$ cat src/rtl/cmp_thresh_arbiter.sv
// rtl/cmp_thresh_arbiter.sv - round-robin shared bit-serial operand > THRESH comparator
// Optional build macro: CMP_ARB_EARLY_EXIT_EN (leave CMP at the deciding bit)
`timescale 1ns/1ps
module cmp_thresh_arbiter #(
  parameter int NUM_REQ = 4,
  parameter int WIDTH   = 6,
  parameter int THRESH  = 19
) (
  input  logic                       i_clk,
  input  logic                       i_rst_n,
  input  logic [NUM_REQ-1:0]         i_req,
  input  logic [NUM_REQ*WIDTH-1:0]   i_operand,
  output logic [NUM_REQ-1:0]         o_grant,
  output logic                       o_busy,
  output logic                       o_res_valid,
  input  logic                       i_res_ready,
  output logic [$clog2(NUM_REQ)-1:0] o_res_id,
  output logic                       o_result
);

  localparam int IW = $clog2(NUM_REQ);
  localparam int BW = (WIDTH > 1) ? $clog2(WIDTH) : 1;
  localparam logic [WIDTH-1:0] THR = WIDTH'(THRESH);

  typedef enum logic [1:0] {IDLE, CMP, DONE} state_t;

  state_t           state, state_next;
  logic [IW-1:0]    ptr;
  logic [IW-1:0]    id_q;
  logic [WIDTH-1:0] op_q;
  logic [BW-1:0]    bit_idx;
  logic             decided;
  logic             result_q;

  logic             pick_found;
  logic [IW-1:0]    pick_id;
  logic [IW-1:0]    ptr_next;
  logic [WIDTH-1:0] pick_op;
  logic             last_bit;
  logic             differ;
  logic             cur_op;

  // Round-robin search starting at ptr, wrapping modulo NUM_REQ.
  always_comb begin
    int cand;
    logic [IW-1:0] cand_w;
    pick_found = 1'b0;
    pick_id    = '0;
    cand       = 0;
    cand_w     = '0;
    for (int i = 0; i < NUM_REQ; i++) begin
      cand = int'(ptr) + i;
      if (cand >= NUM_REQ) cand = cand - NUM_REQ;
      cand_w = IW'(cand);
      if (!pick_found && i_req[cand_w]) begin
        pick_found = 1'b1;
        pick_id    = cand_w;
      end
    end
  end

  always_comb begin
    pick_op = '0;
    for (int k = 0; k < NUM_REQ; k++) begin
      if (pick_id == IW'(k)) pick_op = i_operand[k*WIDTH +: WIDTH];
    end
    ptr_next = (pick_id == IW'(NUM_REQ-1)) ? '0 : pick_id + 1'b1;
  end

  assign last_bit = (bit_idx == '0);
  assign cur_op   = op_q[bit_idx];
  assign differ   = !decided && (cur_op != THR[bit_idx]);

  always_comb begin
    state_next = state;
    case (state)
      IDLE: if (pick_found) state_next = CMP;
      CMP: begin
`ifdef CMP_ARB_EARLY_EXIT_EN
        if (differ || last_bit) state_next = DONE;
`else
        if (last_bit) state_next = DONE;
`endif
      end
      DONE: if (i_res_ready) state_next = IDLE;
      default: state_next = IDLE;
    endcase
  end

  always_ff @(posedge i_clk or negedge i_rst_n) begin
    if (!i_rst_n) begin
      state    <= IDLE;
      ptr      <= '0;
      id_q     <= '0;
      op_q     <= '0;
      bit_idx  <= '0;
      decided  <= 1'b0;
      result_q <= 1'b0;
    end else begin
      state <= state_next;
      case (state)
        IDLE: if (pick_found) begin
          op_q     <= pick_op;
          id_q     <= pick_id;
          ptr      <= ptr_next;
          bit_idx  <= BW'(WIDTH-1);
          decided  <= 1'b0;
          result_q <= 1'b0;
        end
        CMP: begin
          // Only the most significant differing bit decides the result.
          if (differ) begin
            decided  <= 1'b1;
            result_q <= cur_op;
          end
          if (!last_bit) bit_idx <= bit_idx - 1'b1;
        end
        default: ;
      endcase
    end
  end

  // Grant is combinational so the capture happens in the arbitration cycle; held off during reset.
  assign o_grant     = (i_rst_n && state == IDLE && pick_found) ? (NUM_REQ'(1) << pick_id) : '0;
  assign o_busy      = (state != IDLE);
  assign o_res_valid = (state == DONE);
  assign o_res_id    = o_res_valid ? id_q : '0;
  assign o_result    = o_res_valid ? result_q : 1'b0;

endmodule
$ cat config.mk
export PLATFORM = sky130hd
export DESIGN_NAME = cmp_thresh_arbiter
export DESIGN_NICKNAME = d
export VERILOG_FILES = /design/src/rtl/cmp_thresh_arbiter.sv
export SDC_FILE = /design/constraint.sdc
export NUM_CORES = 1
export LEC_CHECK = 0
export ABC_CLOCK_PERIOD_IN_PS = 2800
export CAP_MARGIN = 15
export CORE_ASPECT_RATIO = 0.9
export CORE_MARGIN = 3
export CORE_UTILIZATION = 45
export DETAILED_ROUTE_END_ITERATION = 12
export PLACE_DENSITY = 0.79
export SLEW_MARGIN = 20
export SYNTH_ARGS = -nofsm -noshare
export SYNTH_HDL_FRONTEND = slang
export SYNTH_SLANG_ARGS = --single-unit
$ cat constraint.sdc
create_clock -name i_clk -period 2.8 [get_ports i_clk]
set_input_delay 0.7 -clock i_clk [delete_from_list [all_inputs] [get_ports i_clk]]
set_output_delay 0.7 -clock i_clk [all_outputs]
set_load 0.05 [all_outputs]
After elaboration in Yosys (flattened, before gate mapping):

Memories as Yosys holds them, arrays and structs flattened.
Cells that the tools add are included.

* bits in writable memories: 0
* output and inout port bits: 9
* bits in latches: 0
* memories: 1
* word-level logic and storage cells: 100
* input port bits: 31
* bits in read-only memories: 8
* register bits after elaboration: 17

* bitwise logic cells: 0
* $lt $le $gt $ge: 9
* mux-type cells: 43
* equality and inequality tests: 11
* $mul: 0
* divide/modulo/power cells: 0
* reductions and logical operators: 19
* shifts and indexed selects: 1
* add/subtract/negate cells: 9

Memory list
* (no name shown): words 8, width 1, read ports 1, clocked after memory_dff 0, write ports 0, RTL line 72 `assign differ = !decided && (cur_op != THR[bit_idx]);`

Operators with widths (count)
* 2-to-1 mux 2 bit: 13
* 2-to-1 mux 6 bit: 4
* 2-to-1 mux 1 bit: 14
* less-than comparator 2 x 3 -> 1 bit, second input constant: 4
* >= comparator 3 bit, second input constant: 3
* AND reduction 3 bit: 3
* binary-select mux 1 bit (select 2 bit): 4
* != test 2 bit, second input constant: 4
* subtractor 2 x 1 -> 2 bit, second input constant: 4
* adder 2 x 2 -> 3 bit, second input constant: 2
* == test 2 bit, second input constant: 3
* logical AND 1 bit: 6
* 2-to-1 mux 3 bit: 2
* case mux 2 bit (3 select lines): 1
* case mux 3 bit (2 select lines): 1
* == test 2 x 1 -> 1 bit, second input constant: 2
* zero test 1 bit: 4
* zero test 2 bit: 2
* less-than comparator 3 x 4 -> 1 bit, second input constant: 1
* 2-to-1 mux 4 bit: 1
* case mux 1 bit (2 select lines): 2
* nonzero test 2 bit: 2
* left shift 1 x 2 -> 4 bit, first input constant: 1
* adder 2 x 1 -> 3 bit, second input constant: 1
* other kinds (8): 8

Depth between registers and ports, before layout:

* word-level depth: 19
* mapped depth: 10
* depth with buffers taken out: 9

Worst setup path after synthesis:

Ideal clock, no wire load.

* path kind: input to output
* start point: input i_req[2]
* end point: output o_grant[3]
* required time: 2100 ps
* path buffers: 1
* data arrival time: 2337 ps
* cell stages on the path: 6
* setup slack: -237 ps
* path through: inv_1 > o22ai_1 > a211oi_2 > ha_1 > clkbuf_1 > and3_1

* cells in the longest elaborated chain, start to end: 14
* elaborated cells on any way between the ends: 25
* classes of those cells: shift: 1; mux: 17; reduce/logical: 7

Ends and longest elaborated chain
* start, declared: RTL line 11 `input logic [NUM_REQ-1:0] i_req,`
* binary-select mux 1 bit (select 2 bit): RTL line 55 `if (!pick_found && i_req[cand_w]) begin`
* 2-to-1 mux 1 bit (implied by the code): RTL line 55
* 2-to-1 mux 1 bit: RTL line 55
* zero test 1 bit: RTL line 55
* logical AND 1 bit: RTL line 55
* 2-to-1 mux 1 bit: RTL line 55
* zero test 1 bit: RTL line 55
* logical AND 1 bit: RTL line 55
* 2-to-1 mux 1 bit: RTL line 55
* zero test 1 bit: RTL line 55
* logical AND 1 bit: RTL line 55
* 2-to-1 mux 2 bit (*): RTL line 55
* named net pick_id[0]: RTL line 36 `logic [IW-1:0] pick_id;`
* left shift 1 x 2 -> 4 bit (*): RTL line 124 `assign o_grant = (i_rst_n && state == IDLE && pick_found) ? (NUM_REQ'(1) << pick_id) : '0;`
* 2-to-1 mux 4 bit (*): RTL line 124
* end, declared: RTL line 13 `output logic [NUM_REQ-1:0] o_grant,`

The timed path passes the listed nets; every way through them passes the cells marked *. The select of a mux whose other input is x is not followed.

Worst setup path after layout:

Ends and elaborated chain as after synthesis.

==> flow_summary.toml <==
[worst_setup_path]
worst_setup_path_startpoint = "i_req[2]"
critical_path.endpoint = "o_grant[3]"
timing.critical_path.fanout_max = 4
reg2reg_depth = 10
timing.rr.start = "ptr[0]"
critical_path.reg2reg.endpoint = "op_q[0]"
timing.critical_path.from_type = "input pin"
required_ns = 2.10
worstPathArrival_ns = 2.06
timing.reg2reg.setup_slack_ns = 0.51
critPathKind = "in2out"
worst_setup_path_end_kind = "output port"

[power]
p_leak_nw = 0.831
peak_supply_drop_mv = 0.593
power_density_nw_per_um2 = 898
report.power.total_mw = 1.63

[yosys]
synth.net_count = 170
synth-warning-count = 0
post_synth_xor_area_fraction_pct = 0.736
yosys.area_share.adder_pct = 6.31
syn-mean-instance-area_um2 = 8.95
synth_seq_cells = 17
synth.yosys.seq_area_share_pct = 35.8
synth_top_family_by_area = "compound AO/OA/AOI/OAI gates"
yosysUniqueCellTypes = 37
number_of_instances_in_the_synthesized_netlist = 133
post_synth_simple_gate_area_pct = 19.0
synth_area_um2 = 1190
synth_compound_gate_area_share_pct = 25.7
synth.mux.area_fraction_pct = 4.42

[timing]
worst-slew-pin-transition_ns = 0.509
maxClockFrequency_ghz = 0.363
final_hold_violating_endpoints = 0
final-setup-viol-count = 0
clock_skew_ns = 0.00296
fin_crit_sh_pct = 98.4
relSlewSlack_pct = 66.0
report.final.slew_viol_count = 0
finalWorstPathRequiredPeriod_ns = 2.76

[die]
dieHeight_um = 54.8
initial_core_utilization_pct = 47.8
coreArea_um2 = 2490
row_count = 17
floorplan.die.width_um = 60.2
ios = 40
design.die.area_um2 = 3300

[route]
vias_per_cell = 5.53
dr_total_vias = 1195
finalWirelength_mm = 3.19
antenna_nets_post_route = 0
routed_wire_length_per_instance_um = 14.8
route.detailed.drc = 0
first_pass_iters = 4
initial_drc_count = 46

[global_route]
grt_pass1_vias = 1172
maximum_number_of_pins_on_one_net_before_global_route_repair = 18
grt_pass1_wl_mm = 4.95
total_congestion_overflow_after_global_routing = 0
grt.total_usage_pct = 19.6
antenna_violations_before_repair = 0

[clock_tree]
cts.htree.levels = 1
tritoncts = "done"
clock_sinks = 17
cts_root_buffer = "clkbuf_4"
post_cts_hold_buffer_count = 0
clk_path_buf_depth = 2
worst_setup_hold_path_clk_slew_ns = 0.09
numCtsBuffers = 3
clk_latency_ns = 0.29

[layout]
layout.cell_area.non_filler_um2 = 1820
diodes = 0
final_nets = 226
layout-area-overhead-vs-synth_pct = 52.9
post_route_cells_drive_above_1_share_pct = 26.1

[place]
place.port_buffers = 39
gp_congestion = 0.759
place_area_um2 = 1700
post-dp-hpwl_mm = 2.35

[run]
drv.max_cap_violation_count = 0

[min_path]
hold_path_class = "reg2reg"

[outcome]
result_of_the_run = "complete, no violations"
==> logic make-up after synthesis <==
kind of cell,Yosys count
flip-flops,17
AO/OA/AOI/OAI,42
adder cells (fa/ha/maj),6
AND/OR/NAND/NOR,42
XOR/XNOR,1
multiplexers,5
buffers and inverters,20
==> flip-flops by register name (all words and copies together) (netlist names) <==
name,flops
state,2
bit_idx,3
decided,1
op_q,6
result_q,1
ptr,2
id_q,2
==> routing by layer <==
layer  wire length [um]  GRT usage [%]  vias up
met3                206           4.01        6
met2               1640           35.6       41
met1               1310           23.4      564
li1                   -              -      584
met4                 37           5.54        0
met5                  0              0        -
==> through the flow <==
| step | utilization, % | setup WS, ns | TNS, ns | hold WS, ns | instances |
|---|---|---|---|---|---|
| final | 73.1 | 0.0444 | 0 | 0.496 | 216 |
| after global routing | 73.1 | -0.00658 | -0.00658 | 0.527 | 216 |
| after CTS | 71.0 | 0.00297 | 0 | 0.493 | 214 |
| after detailed placement | 68.2 | -0.338 | -2.00 | 0.472 | 208 |
| after global placement | 68.2 | -0.242 | -1.04 | 0.459 | 208 |
| after floorplan | - | 0.0220 | 0 | 0.404 | 133 |
==> synth_stat cells, drive strengths merged <==
| cell | instances | area, um^2 |
|---|---|---|
| nor2 | 8 | 32.5 |
| xor2 | 1 | 8.76 |
| nor3 | 1 | 5.00 |
| and2 | 3 | 18.8 |
| o21ai | 5 | 25.0 |
| inv | 14 | 52.6 |
| a211oi | 1 | 12.5 |
| nor2b | 3 | 26.3 |
| nand2b | 6 | 37.5 |
| nand3 | 2 | 10.0 |
| o22ai | 4 | 25.0 |
| o32ai | 1 | 8.76 |
| buf | 5 | 40.0 |
| a31oi | 1 | 12.5 |
| a31o | 1 | 17.5 |
| and3 | 4 | 25.0 |
| or2 | 1 | 8.76 |
| mux2 | 2 | 22.5 |
| a2bb2oi | 1 | 8.76 |
| mux2i | 3 | 30.0 |
| clkbuf | 1 | 3.75 |
| a211o | 6 | 52.6 |
| and2b | 2 | 15.0 |
| nand2 | 11 | 41.3 |
| dfrtp | 17 | 425 |
| a21oi | 14 | 70.1 |
| a21o | 1 | 7.51 |
| o31ai | 1 | 12.5 |
| ha | 6 | 75.1 |
| nor4 | 1 | 6.26 |
| a221oi | 6 | 52.6 |
==> worst min path at each step <==
stage / from / end / slack (ns) / cells after the start
global placement: decided / decided / 0.46 / 1
finish: decided / decided / 0.50 / 1
detailed placement: decided / decided / 0.47 / 1
global route: decided / decided / 0.53 / 1
floorplan: i_rst_n / bit_idx[0] / 0.40 / 0
CTS: decided / decided / 0.49 / 1
==> where the power goes <==
part	internal (mW)	switching (mW)	total (mW)	leakage (nW)
logic	0.503	0.534	1.04	0.615
registers	0.365	0.102	0.467	0.201
clock network	0.0555	0.0745	0.130	0.0150
==> layout make-up <==
cell class	count	area, um^2
clock buffers	4	26.3
fillers	183	669
inverters	14	52.6
multi-input cells	96	736
flip-flops and latches	17	425
well taps	28	35.0
repair buffers	57	544
==> cells in the final DEF, fill, tap and decap left out, types with 6 or more instances in the layout <==
master           count
a211o_1              6
a21oi_1             13
a221oi_1             6
buf_4               18
clkdlybuf4s50_1     31
dfrtp_1             17
inv_1               10
nand2_1             11
nand2b_1             6
nor2_1               7
==> critical path: stages <==
cell,delay (ns)
dlygate4sd2_1,0.25
inv_2,0.07
o22ai_2,0.10
a211oi_4,0.31
buf_4,0.18
ha_4,0.13
and3_4,0.18
buf_12,0.13
==> timing repair <==
item | 4_1_cts | 5_1_grt
endpoints found under the setup margin | 4 | 4
pin swaps | 1 | 4
resized for setup | 14 | 10
setup buffers | 2 | 2
Power figures use the tool's default switching activity.
